[src/rtl/misc_vpaddr_pkg.sv]
// Shared definitions for the MIPS32 virtual-to-physical translation paths:
// segment codes, kseg0 cache attribute, FSM states and the micro-TLB entry layout.
package misc_vpaddr_pkg;

  typedef enum logic [2:0] {
    SEG_USEG  = 3'd0,
    SEG_KSEG0 = 3'd1,
    SEG_KSEG1 = 3'd2,
    SEG_KSEG2 = 3'd3,
    SEG_KSEG3 = 3'd4
  } seg_e;

  localparam logic [2:0] K0_UNCACHED = 3'd2;

  typedef enum logic {
    ST_RUN  = 1'b0,
    ST_MISS = 1'b1
  } state_e;

  // Entry fields are sized for the widest supported configuration; narrower
  // VPN/ASID values are zero-extended on write and compare.
  localparam int VPN_MAX_W  = 32;
  localparam int ASID_MAX_W = 16;

  typedef struct packed {
    logic                  valid;
    logic [VPN_MAX_W-1:0]  vpn;
    logic [ASID_MAX_W-1:0] asid;
    logic                  is_global;
    logic [VPN_MAX_W-1:0]  pfn;
    logic                  uncached;
  } utlb_entry_t;

  function automatic seg_e decode_seg(input logic [2:0] top_bits);
    seg_e s;
    casez (top_bits)
      3'b0??:  s = SEG_USEG;
      3'b100:  s = SEG_KSEG0;
      3'b101:  s = SEG_KSEG1;
      3'b110:  s = SEG_KSEG2;
      default: s = SEG_KSEG3;
    endcase
    return s;
  endfunction

endpackage

[src/rtl/misc_vpaddr_utlb_if.sv]
// Request/response and main-TLB refill bundle of the micro-TLB translator.
// master is the address-generation/main-TLB side, slave is the translator.
interface misc_vpaddr_utlb_if #(
  parameter int PAGE_SHIFT = 12,
  parameter int ASID_W     = 8
);
  localparam int VPN_W = 32 - PAGE_SHIFT;

  logic              req_valid;
  logic              req_ready;
  logic [31:0]       req_vaddr;
  logic [ASID_W-1:0] req_asid;

  logic              resp_valid;
  logic              resp_ready;
  logic [31:0]       resp_paddr;
  logic              resp_uncached;
  logic              resp_fault;

  logic              refill_req_valid;
  logic [VPN_W-1:0]  refill_req_vpn;
  logic [ASID_W-1:0] refill_req_asid;
  logic              refill_resp_valid;
  logic              refill_resp_hit;
  logic [VPN_W-1:0]  refill_resp_pfn;
  logic              refill_resp_global;
  logic              refill_resp_uncached;

  modport master (
    output req_valid, req_vaddr, req_asid, resp_ready,
    output refill_resp_valid, refill_resp_hit, refill_resp_pfn,
    output refill_resp_global, refill_resp_uncached,
    input  req_ready, resp_valid, resp_paddr, resp_uncached, resp_fault,
    input  refill_req_valid, refill_req_vpn, refill_req_asid
  );

  modport slave (
    input  req_valid, req_vaddr, req_asid, resp_ready,
    input  refill_resp_valid, refill_resp_hit, refill_resp_pfn,
    input  refill_resp_global, refill_resp_uncached,
    output req_ready, resp_valid, resp_paddr, resp_uncached, resp_fault,
    output refill_req_valid, refill_req_vpn, refill_req_asid
  );

endinterface

[src/rtl/misc_vpaddr_seg.sv]
// Combinational MIPS32 segment decoder: classifies the address and produces
// the fixed-offset translation used by the unmapped kseg0/kseg1 windows.
module misc_vpaddr_seg
  import misc_vpaddr_pkg::*;
(
  input  logic [31:0] vaddr,
  input  logic [2:0]  cfg_k0,
  output seg_e        seg,
  output logic        mapped,
  output logic [31:0] paddr,
  output logic        uncached
);

  always_comb begin
    seg      = decode_seg(vaddr[31:29]);
    mapped   = (seg == SEG_USEG) || (seg == SEG_KSEG2) || (seg == SEG_KSEG3);
    paddr    = {3'b000, vaddr[28:0]};
    uncached = (seg == SEG_KSEG1) || ((seg == SEG_KSEG0) && (cfg_k0 == K0_UNCACHED));
  end

endmodule

[src/rtl/misc_vpaddr_utlb.sv]
// Sequential address translator: fixed mapping for kseg0/kseg1, fully-associative
// round-robin micro-TLB with a main-TLB refill handshake for mapped segments.
module misc_vpaddr_utlb
  import misc_vpaddr_pkg::*;
#(
  parameter int ENTRIES    = 4,
  parameter int PAGE_SHIFT = 12,
  parameter int ASID_W     = 8
) (
  input  logic               clk,
  input  logic               resetn,
  input  logic               flush,
  input  logic [2:0]         cfg_k0,
  misc_vpaddr_utlb_if.slave  bus
);

  localparam int VPN_W = 32 - PAGE_SHIFT;
  localparam int PTR_W = (ENTRIES > 1) ? $clog2(ENTRIES) : 1;

  utlb_entry_t       tlb [ENTRIES];
  logic [PTR_W-1:0]  victim;
  state_e            state, state_next;
  logic [31:0]       miss_vaddr;
  logic [ASID_W-1:0] miss_asid;

  logic              resp_valid, resp_uncached, resp_fault;
  logic [31:0]       resp_paddr;
  logic              refill_req_valid;

  seg_e              seg;
  logic              mapped, seg_uncached;
  logic [31:0]       seg_paddr;

  logic              hit, hit_uncached;
  logic [VPN_W-1:0]  hit_pfn;
  logic              is_unmapped, take_fast, go_miss, accept, req_ready, refill_done;

  misc_vpaddr_seg u_seg (
    .vaddr    (bus.req_vaddr),
    .cfg_k0   (cfg_k0),
    .seg      (seg),
    .mapped   (mapped),
    .paddr    (seg_paddr),
    .uncached (seg_uncached)
  );

  always_comb begin
    hit          = 1'b0;
    hit_pfn      = '0;
    hit_uncached = 1'b0;
    for (int i = 0; i < ENTRIES; i++) begin
      if (!hit && tlb[i].valid
          && tlb[i].vpn == VPN_MAX_W'(bus.req_vaddr[31:PAGE_SHIFT])
          && (tlb[i].is_global || tlb[i].asid == ASID_MAX_W'(bus.req_asid))) begin
        hit          = 1'b1;
        hit_pfn      = tlb[i].pfn[VPN_W-1:0];
        hit_uncached = tlb[i].uncached;
      end
    end
  end

  assign is_unmapped = (seg == SEG_KSEG0) || (seg == SEG_KSEG1);
  assign take_fast   = is_unmapped || (mapped && hit);
  assign go_miss     = mapped && !hit;
  assign req_ready   = (state == ST_RUN) && !flush && (!resp_valid || bus.resp_ready);
  assign accept      = bus.req_valid && req_ready;
  // A refill answer only counts while a miss is outstanding; stray ones in RUN are dropped.
  assign refill_done = (state == ST_MISS) && bus.refill_resp_valid;

  always_comb begin
    state_next       = state;
    refill_req_valid = 1'b0;
    case (state)
      ST_RUN:  if (accept && go_miss) state_next = ST_MISS;
      ST_MISS: begin
        refill_req_valid = 1'b1;
        if (bus.refill_resp_valid) state_next = ST_RUN;
      end
      default: state_next = ST_RUN;
    endcase
  end

  always_ff @(posedge clk) begin
    if (!resetn) state <= ST_RUN;
    else         state <= state_next;
  end

  always_ff @(posedge clk) begin
    if (!resetn) begin
      resp_valid    <= 1'b0;
      resp_paddr    <= '0;
      resp_uncached <= 1'b0;
      resp_fault    <= 1'b0;
      miss_vaddr    <= '0;
      miss_asid     <= '0;
    end else begin
      if (accept && take_fast) begin
        resp_valid    <= 1'b1;
        resp_paddr    <= is_unmapped ? seg_paddr : {hit_pfn, bus.req_vaddr[PAGE_SHIFT-1:0]};
        resp_uncached <= is_unmapped ? seg_uncached : hit_uncached;
        resp_fault    <= 1'b0;
      end else if (refill_done) begin
        resp_valid    <= 1'b1;
        resp_paddr    <= bus.refill_resp_hit ? {bus.refill_resp_pfn, miss_vaddr[PAGE_SHIFT-1:0]}
                                             : miss_vaddr;
        resp_uncached <= bus.refill_resp_hit && bus.refill_resp_uncached;
        resp_fault    <= !bus.refill_resp_hit;
      end else if (bus.resp_ready) begin
        resp_valid <= 1'b0;
      end
      if (accept && go_miss) begin
        miss_vaddr <= bus.req_vaddr;
        miss_asid  <= bus.req_asid;
      end
    end
  end

  // Flush beats a same-edge fill; the pointer only moves when an entry is written.
  always_ff @(posedge clk) begin
    if (!resetn) begin
      for (int i = 0; i < ENTRIES; i++) tlb[i] <= '0;
      victim <= '0;
    end else if (flush) begin
      for (int i = 0; i < ENTRIES; i++) tlb[i].valid <= 1'b0;
    end else if (refill_done && bus.refill_resp_hit) begin
      tlb[victim] <= '{valid:     1'b1,
                       vpn:       VPN_MAX_W'(miss_vaddr[31:PAGE_SHIFT]),
                       asid:      ASID_MAX_W'(miss_asid),
                       is_global: bus.refill_resp_global,
                       pfn:       VPN_MAX_W'(bus.refill_resp_pfn),
                       uncached:  bus.refill_resp_uncached};
      victim <= (victim == PTR_W'(ENTRIES - 1)) ? '0 : victim + 1'b1;
    end
  end

  assign bus.req_ready        = req_ready;
  assign bus.resp_valid       = resp_valid;
  assign bus.resp_paddr       = resp_paddr;
  assign bus.resp_uncached    = resp_uncached;
  assign bus.resp_fault       = resp_fault;
  assign bus.refill_req_valid = refill_req_valid;
  assign bus.refill_req_vpn   = miss_vaddr[31:PAGE_SHIFT];
  assign bus.refill_req_asid  = miss_asid;

endmodule
[src/flat_wrapper.sv]
// flat-port wrapper written by rule: the top's interface ports become plain ports
module misc_vpaddr_utlb_flat import misc_vpaddr_pkg::*;
#(
  parameter int ENTRIES    = 4,
  parameter int PAGE_SHIFT = 12,
  parameter int ASID_W     = 8
)
  (clk, resetn, flush, cfg_k0, bus_req_valid, bus_req_vaddr, bus_req_asid, bus_resp_ready, bus_refill_resp_valid, bus_refill_resp_hit, bus_refill_resp_pfn, bus_refill_resp_global, bus_refill_resp_uncached, bus_req_ready, bus_resp_valid, bus_resp_paddr, bus_resp_uncached, bus_resp_fault, bus_refill_req_valid, bus_refill_req_vpn, bus_refill_req_asid);
  misc_vpaddr_utlb_if #(.PAGE_SHIFT(PAGE_SHIFT), .ASID_W(ASID_W)) bus_i ();
  input  logic clk;
  input  logic resetn;
  input  logic flush;
  input  logic [2:0] cfg_k0;
  input wire logic [$bits(bus_i.req_valid)-1:0] bus_req_valid;
  input wire logic [$bits(bus_i.req_vaddr)-1:0] bus_req_vaddr;
  input wire logic [$bits(bus_i.req_asid)-1:0] bus_req_asid;
  input wire logic [$bits(bus_i.resp_ready)-1:0] bus_resp_ready;
  input wire logic [$bits(bus_i.refill_resp_valid)-1:0] bus_refill_resp_valid;
  input wire logic [$bits(bus_i.refill_resp_hit)-1:0] bus_refill_resp_hit;
  input wire logic [$bits(bus_i.refill_resp_pfn)-1:0] bus_refill_resp_pfn;
  input wire logic [$bits(bus_i.refill_resp_global)-1:0] bus_refill_resp_global;
  input wire logic [$bits(bus_i.refill_resp_uncached)-1:0] bus_refill_resp_uncached;
  output wire logic [$bits(bus_i.req_ready)-1:0] bus_req_ready;
  output wire logic [$bits(bus_i.resp_valid)-1:0] bus_resp_valid;
  output wire logic [$bits(bus_i.resp_paddr)-1:0] bus_resp_paddr;
  output wire logic [$bits(bus_i.resp_uncached)-1:0] bus_resp_uncached;
  output wire logic [$bits(bus_i.resp_fault)-1:0] bus_resp_fault;
  output wire logic [$bits(bus_i.refill_req_valid)-1:0] bus_refill_req_valid;
  output wire logic [$bits(bus_i.refill_req_vpn)-1:0] bus_refill_req_vpn;
  output wire logic [$bits(bus_i.refill_req_asid)-1:0] bus_refill_req_asid;
  assign bus_i.req_valid = bus_req_valid;
  assign bus_i.req_vaddr = bus_req_vaddr;
  assign bus_i.req_asid = bus_req_asid;
  assign bus_i.resp_ready = bus_resp_ready;
  assign bus_i.refill_resp_valid = bus_refill_resp_valid;
  assign bus_i.refill_resp_hit = bus_refill_resp_hit;
  assign bus_i.refill_resp_pfn = bus_refill_resp_pfn;
  assign bus_i.refill_resp_global = bus_refill_resp_global;
  assign bus_i.refill_resp_uncached = bus_refill_resp_uncached;
  assign bus_req_ready = bus_i.req_ready;
  assign bus_resp_valid = bus_i.resp_valid;
  assign bus_resp_paddr = bus_i.resp_paddr;
  assign bus_resp_uncached = bus_i.resp_uncached;
  assign bus_resp_fault = bus_i.resp_fault;
  assign bus_refill_req_valid = bus_i.refill_req_valid;
  assign bus_refill_req_vpn = bus_i.refill_req_vpn;
  assign bus_refill_req_asid = bus_i.refill_req_asid;
  misc_vpaddr_utlb #(.ENTRIES(ENTRIES), .PAGE_SHIFT(PAGE_SHIFT), .ASID_W(ASID_W)) u_core (.clk(clk), .resetn(resetn), .flush(flush), .cfg_k0(cfg_k0), .bus(bus_i));
endmodule
[config.mk]
export PLATFORM = sky130hd
export DESIGN_NAME = misc_vpaddr_utlb_flat
export DESIGN_NICKNAME = d
export VERILOG_FILES = /design/src/rtl/misc_vpaddr_pkg.sv /design/src/rtl/misc_vpaddr_utlb_if.sv /design/src/rtl/misc_vpaddr_seg.sv /design/src/rtl/misc_vpaddr_utlb.sv /design/src/flat_wrapper.sv
export SDC_FILE = /design/constraint.sdc
export NUM_CORES = 1
export LEC_CHECK = 0
export BUFFER_PORTS_ARGS = -buffer_cell sky130_fd_sc_hd__buf_2
export CAP_MARGIN = 10
export CORE_ASPECT_RATIO = 1.2
export CORE_MARGIN = 2
export CORE_UTILIZATION = 50
export CTS_CLUSTER_SIZE = 40
export DETAILED_ROUTE_END_ITERATION = 7
export GPL_TIMING_DRIVEN = 0
export PLACE_DENSITY_LB_ADDON = 0.1
export RECOVER_POWER = 50
export SLEW_MARGIN = 20
export SYNTH_ARGS = -nofsm -noshare
export SYNTH_HDL_FRONTEND = slang
export SYNTH_SLANG_ARGS = --single-unit
[constraint.sdc]
create_clock -name clk -period 10 [get_ports clk]
set_input_delay 0.5 -clock clk [delete_from_list [all_inputs] [get_ports clk]]
set_output_delay 0.5 -clock clk [all_outputs]
set_load 0.1 [all_outputs]
==> results_dict.tcl <==
set metrics [dict create \
    outcome "completed" \
    final.min_clock_period_ns 3.80 \
    h-tree-depth 1 \
    crit_start "u_core.state$_SDFF_PN0_" \
    cts_buffer_depth 3 \
    timing.final.crit_share 0.380 \
    path_class "register to register" \
    ant_nets 0 \
    numPortBuffers 108 \
    pwr-share-comb 0.097 \
    final_common_cell "and3_1" \
    seq_area_um2 7650 \
    cts.repair.resized 0 \
    synth_edf_count 200 \
    row_count 65 \
    gp_congestion 0.918 \
    multi_input_area_um2 4860 \
    share_seq_of_total_power 0.498 \
    reg2reg_slack_ns 6.20 \
    switching_power_w 0.000688 \
    cts_made_buffers 29 \
    die_x_um 152 \
    wire_per_inst_um 24.5 \
    critPathMaxFanout 30 \
    min_path_type "primary input to register" \
    synth.ff_latch_count 282 \
    intPower_w 0.00195 \
    max_stage_delay_ns 0.62 \
    ys_types 45 \
    yosysWarnings 0 \
    leakage_nw 6.21 \
    crit_path_start_kind "register" \
    fin_nets 1422 \
    start_util 0.504 \
    clock_power_share 0.405 \
    cp_common_cell "clkbuf_1" \
    vias 10200 \
    worstPathCellList "and2_1 -> clkbuf_1 -> nand2_1 -> nor3_1 -> clkbuf_1 -> and2_0 -> nand2b_4 -> buf_12" \
    path_clk_slew_ns 0.06 \
    viasPerCell 5.98 \
    path_buf_inv 3 \
    fp.dieH_um 182 \
    cts_num_sinks 282 \
    swShare 0.260 \
    worstSkewPairLatency_ns 0.55 \
    slew_headroom 0.181 \
    netlist_instances 1203 \
    worstHoldStart "bus_req_vaddr[1]" \
    async_flop_share 0 \
    tritoncts "built" \
    fmax_mhz 263 \
    postLayoutCellArea_um2 15100 \
    finalSetupViolCount 0 \
    reg2reg_from "u_core.state$_SDFF_PN0_" \
    first_global_vias 9811 \
    worstPathArrival_ns 4.04 \
    syn_area_per_cell_um2 10.9 \
    drive_above_1_share 0.115 \
    dp_slack_ns 6.23 \
    drc 0 \
    hold_viol_final 0 \
    setup_ws_ns 6.20 \
    tightest_slew_ns 1.23 \
    critPathSlowestCell "nor3_1" \
    drv_slew 0 \
    io_pins 137 \
    fillCellCount 2326 \
    cp.required_ns 10.24 \
    fin_skew_ns 0.0197 \
    syn_area_um2 13200 \
    fin_util 0.577 \
    routed_wl_mm 41.8 \
    ys.flop_type "edfxtp_1" \
    p_per_area_nw_per_um2 175 \
    synth_fp_nets 1279 \
    place_area_um2 14200 \
    post_cts_buffers 0 \
    drv_cap 0 \
    antenna_found_initial 1 \
    grt_pass1_wl_mm 62.1 \
    endpoint_kind "register" \
    root_buffer "clkbuf_16" \
    core-area_um2 26100 \
    dr.pass1.iters 5 \
    ys_seq_area_frac 0.581 \
    fin_setup_tns_ns 0 \
    total_power_w 0.00264 \
    holdBufCountCts 0 \
    critPathTopFamily "simple AND/OR/NAND/NOR gates" \
    grt_max_degree 31 \
    rsz0062_at_grt "no" \
    fp.dieArea_um2 27600 \
    layout_common_cells "and3_1, edfxtp_1, clkbuf_1, nand2_1, dfxtp_1" \
    ir_drop_mv 0.130 \
    drt_iter0_drc 1006 \
    overflow 0 \
    area_growth_pct 14.5 \
    grt_usage 0.297 \
    dpl.hpwl_mm 29.8 \
]
[per-stage QoR]
step / cells / hold slack [ns]
after global placement: 1646 / 0.433
after CTS: 1703 / 0.190
after floorplan: 1203 / 0.418
after global routing: 1703 / 0.206
final: 1704 / 0.198
after detailed placement: 1650 / 0.432
[power by group through the flow]
stage                     logic, W  clock network (W)  registers [W]
after global placement    0.000251                  0        0.00134
after detailed placement  0.000258                  0        0.00134
after CTS                 0.000259            0.00107        0.00131
after global routing      0.000271            0.00112        0.00132
final                     0.000257            0.00107        0.00132
after floorplan           0.000136                  0        0.00138
[logic make-up (layout without fill, tap and decap cells)]
kind of cell,count (synthesis),count (layout),share of synthesized area
flip-flops,282,282,0.581
multiplexers,20,20,0.0156
other,0,1,0
adder cells (fa/ha/maj),4,4,0.00381
AO/OA/AOI/OAI,138,138,0.0728
buffers and inverters,142,307,0.0510
XOR/XNOR,112,112,0.0746
AND/OR/NAND/NOR,505,505,0.201
[state kept, by name (all words and copies together) (netlist names)]
signal / cells
u_core.bus.resp_fault: 1
u_core.bus.resp_valid: 1
u_core.tlb: 204
u_core.state: 1
u_core.miss_vaddr: 32
u_core.bus.refill_req_asid: 8
u_core.bus.resp_paddr: 32
u_core.victim: 2
u_core.bus.resp_uncached: 1
[worst min-delay path: stages]
cell     delay [ns]
buf_2          0.10
nand2_1        0.05
a21oi_1        0.05
[final timing paths]
path | cells after the start | to
worst max-delay path | 8 | u_core.tlb[1][36]$_SDFFCE_PN0P_
worst min-delay path | 3 | u_core.miss_vaddr[1]$_SDFFE_PN0P_
worst min register to register | 1 | u_core.tlb[0][50]$_SDFFE_PP1P_
worst max register to register | 8 | u_core.tlb[1][36]$_SDFFCE_PN0P_
[cell usage after synthesis, drive strengths merged (3+ instances only)]
library cell / count / area, um2
and3: 208 / 1300
edfxtp: 200 / 6010
nand2: 133 / 502
dfxtp: 82 / 1640
clkbuf: 75 / 282
buf: 64 / 378
a21oi: 61 / 305
xor2: 57 / 499
xnor2: 55 / 482
nor2: 52 / 195
nand3: 42 / 210
nand2b: 22 / 138
a221oi: 17 / 149
mux2i: 16 / 160
nor4: 15 / 93.8
o32ai: 13 / 114
a311oi: 12 / 105
nand4: 11 / 68.8
nor3: 11 / 60.1
a211oi: 6 / 45.0
and2: 6 / 37.5
a21o: 5 / 37.5
ha: 4 / 50.1
mux2: 4 / 45.0
o221ai: 4 / 35.0
a31oi: 3 / 18.8
a41o: 3 / 30.0
inv: 3 / 11.3
o211ai: 3 / 22.5
o21ai: 3 / 15.0
[per-layer routing]
metal  GRT usage  part of all wire  up-vias
li1            -                 -     4612
met1       0.400              0.40     4968
met2       0.494              0.48      534
met3      0.0535             0.092       71
met4      0.0890             0.027        0
met5           0                 0        -
[area by class of cell]
| class | count | share of cell area |
|---|---|---|
| multi-input combinational | 779 | 0.323 |
| clock inverter | 14 | 0.00714 |
| sequential | 282 | 0.508 |
| antenna | 1 | 0.000166 |
| buffer | 139 | 0.0432 |
| timing repair buffer | 112 | 0.0358 |
| clock buffer | 39 | 0.0547 |
| tap | 335 | 0.0278 |
| inverter | 3 | 0.000748 |
No activity file was read; power rests on OpenSTA's default activity.
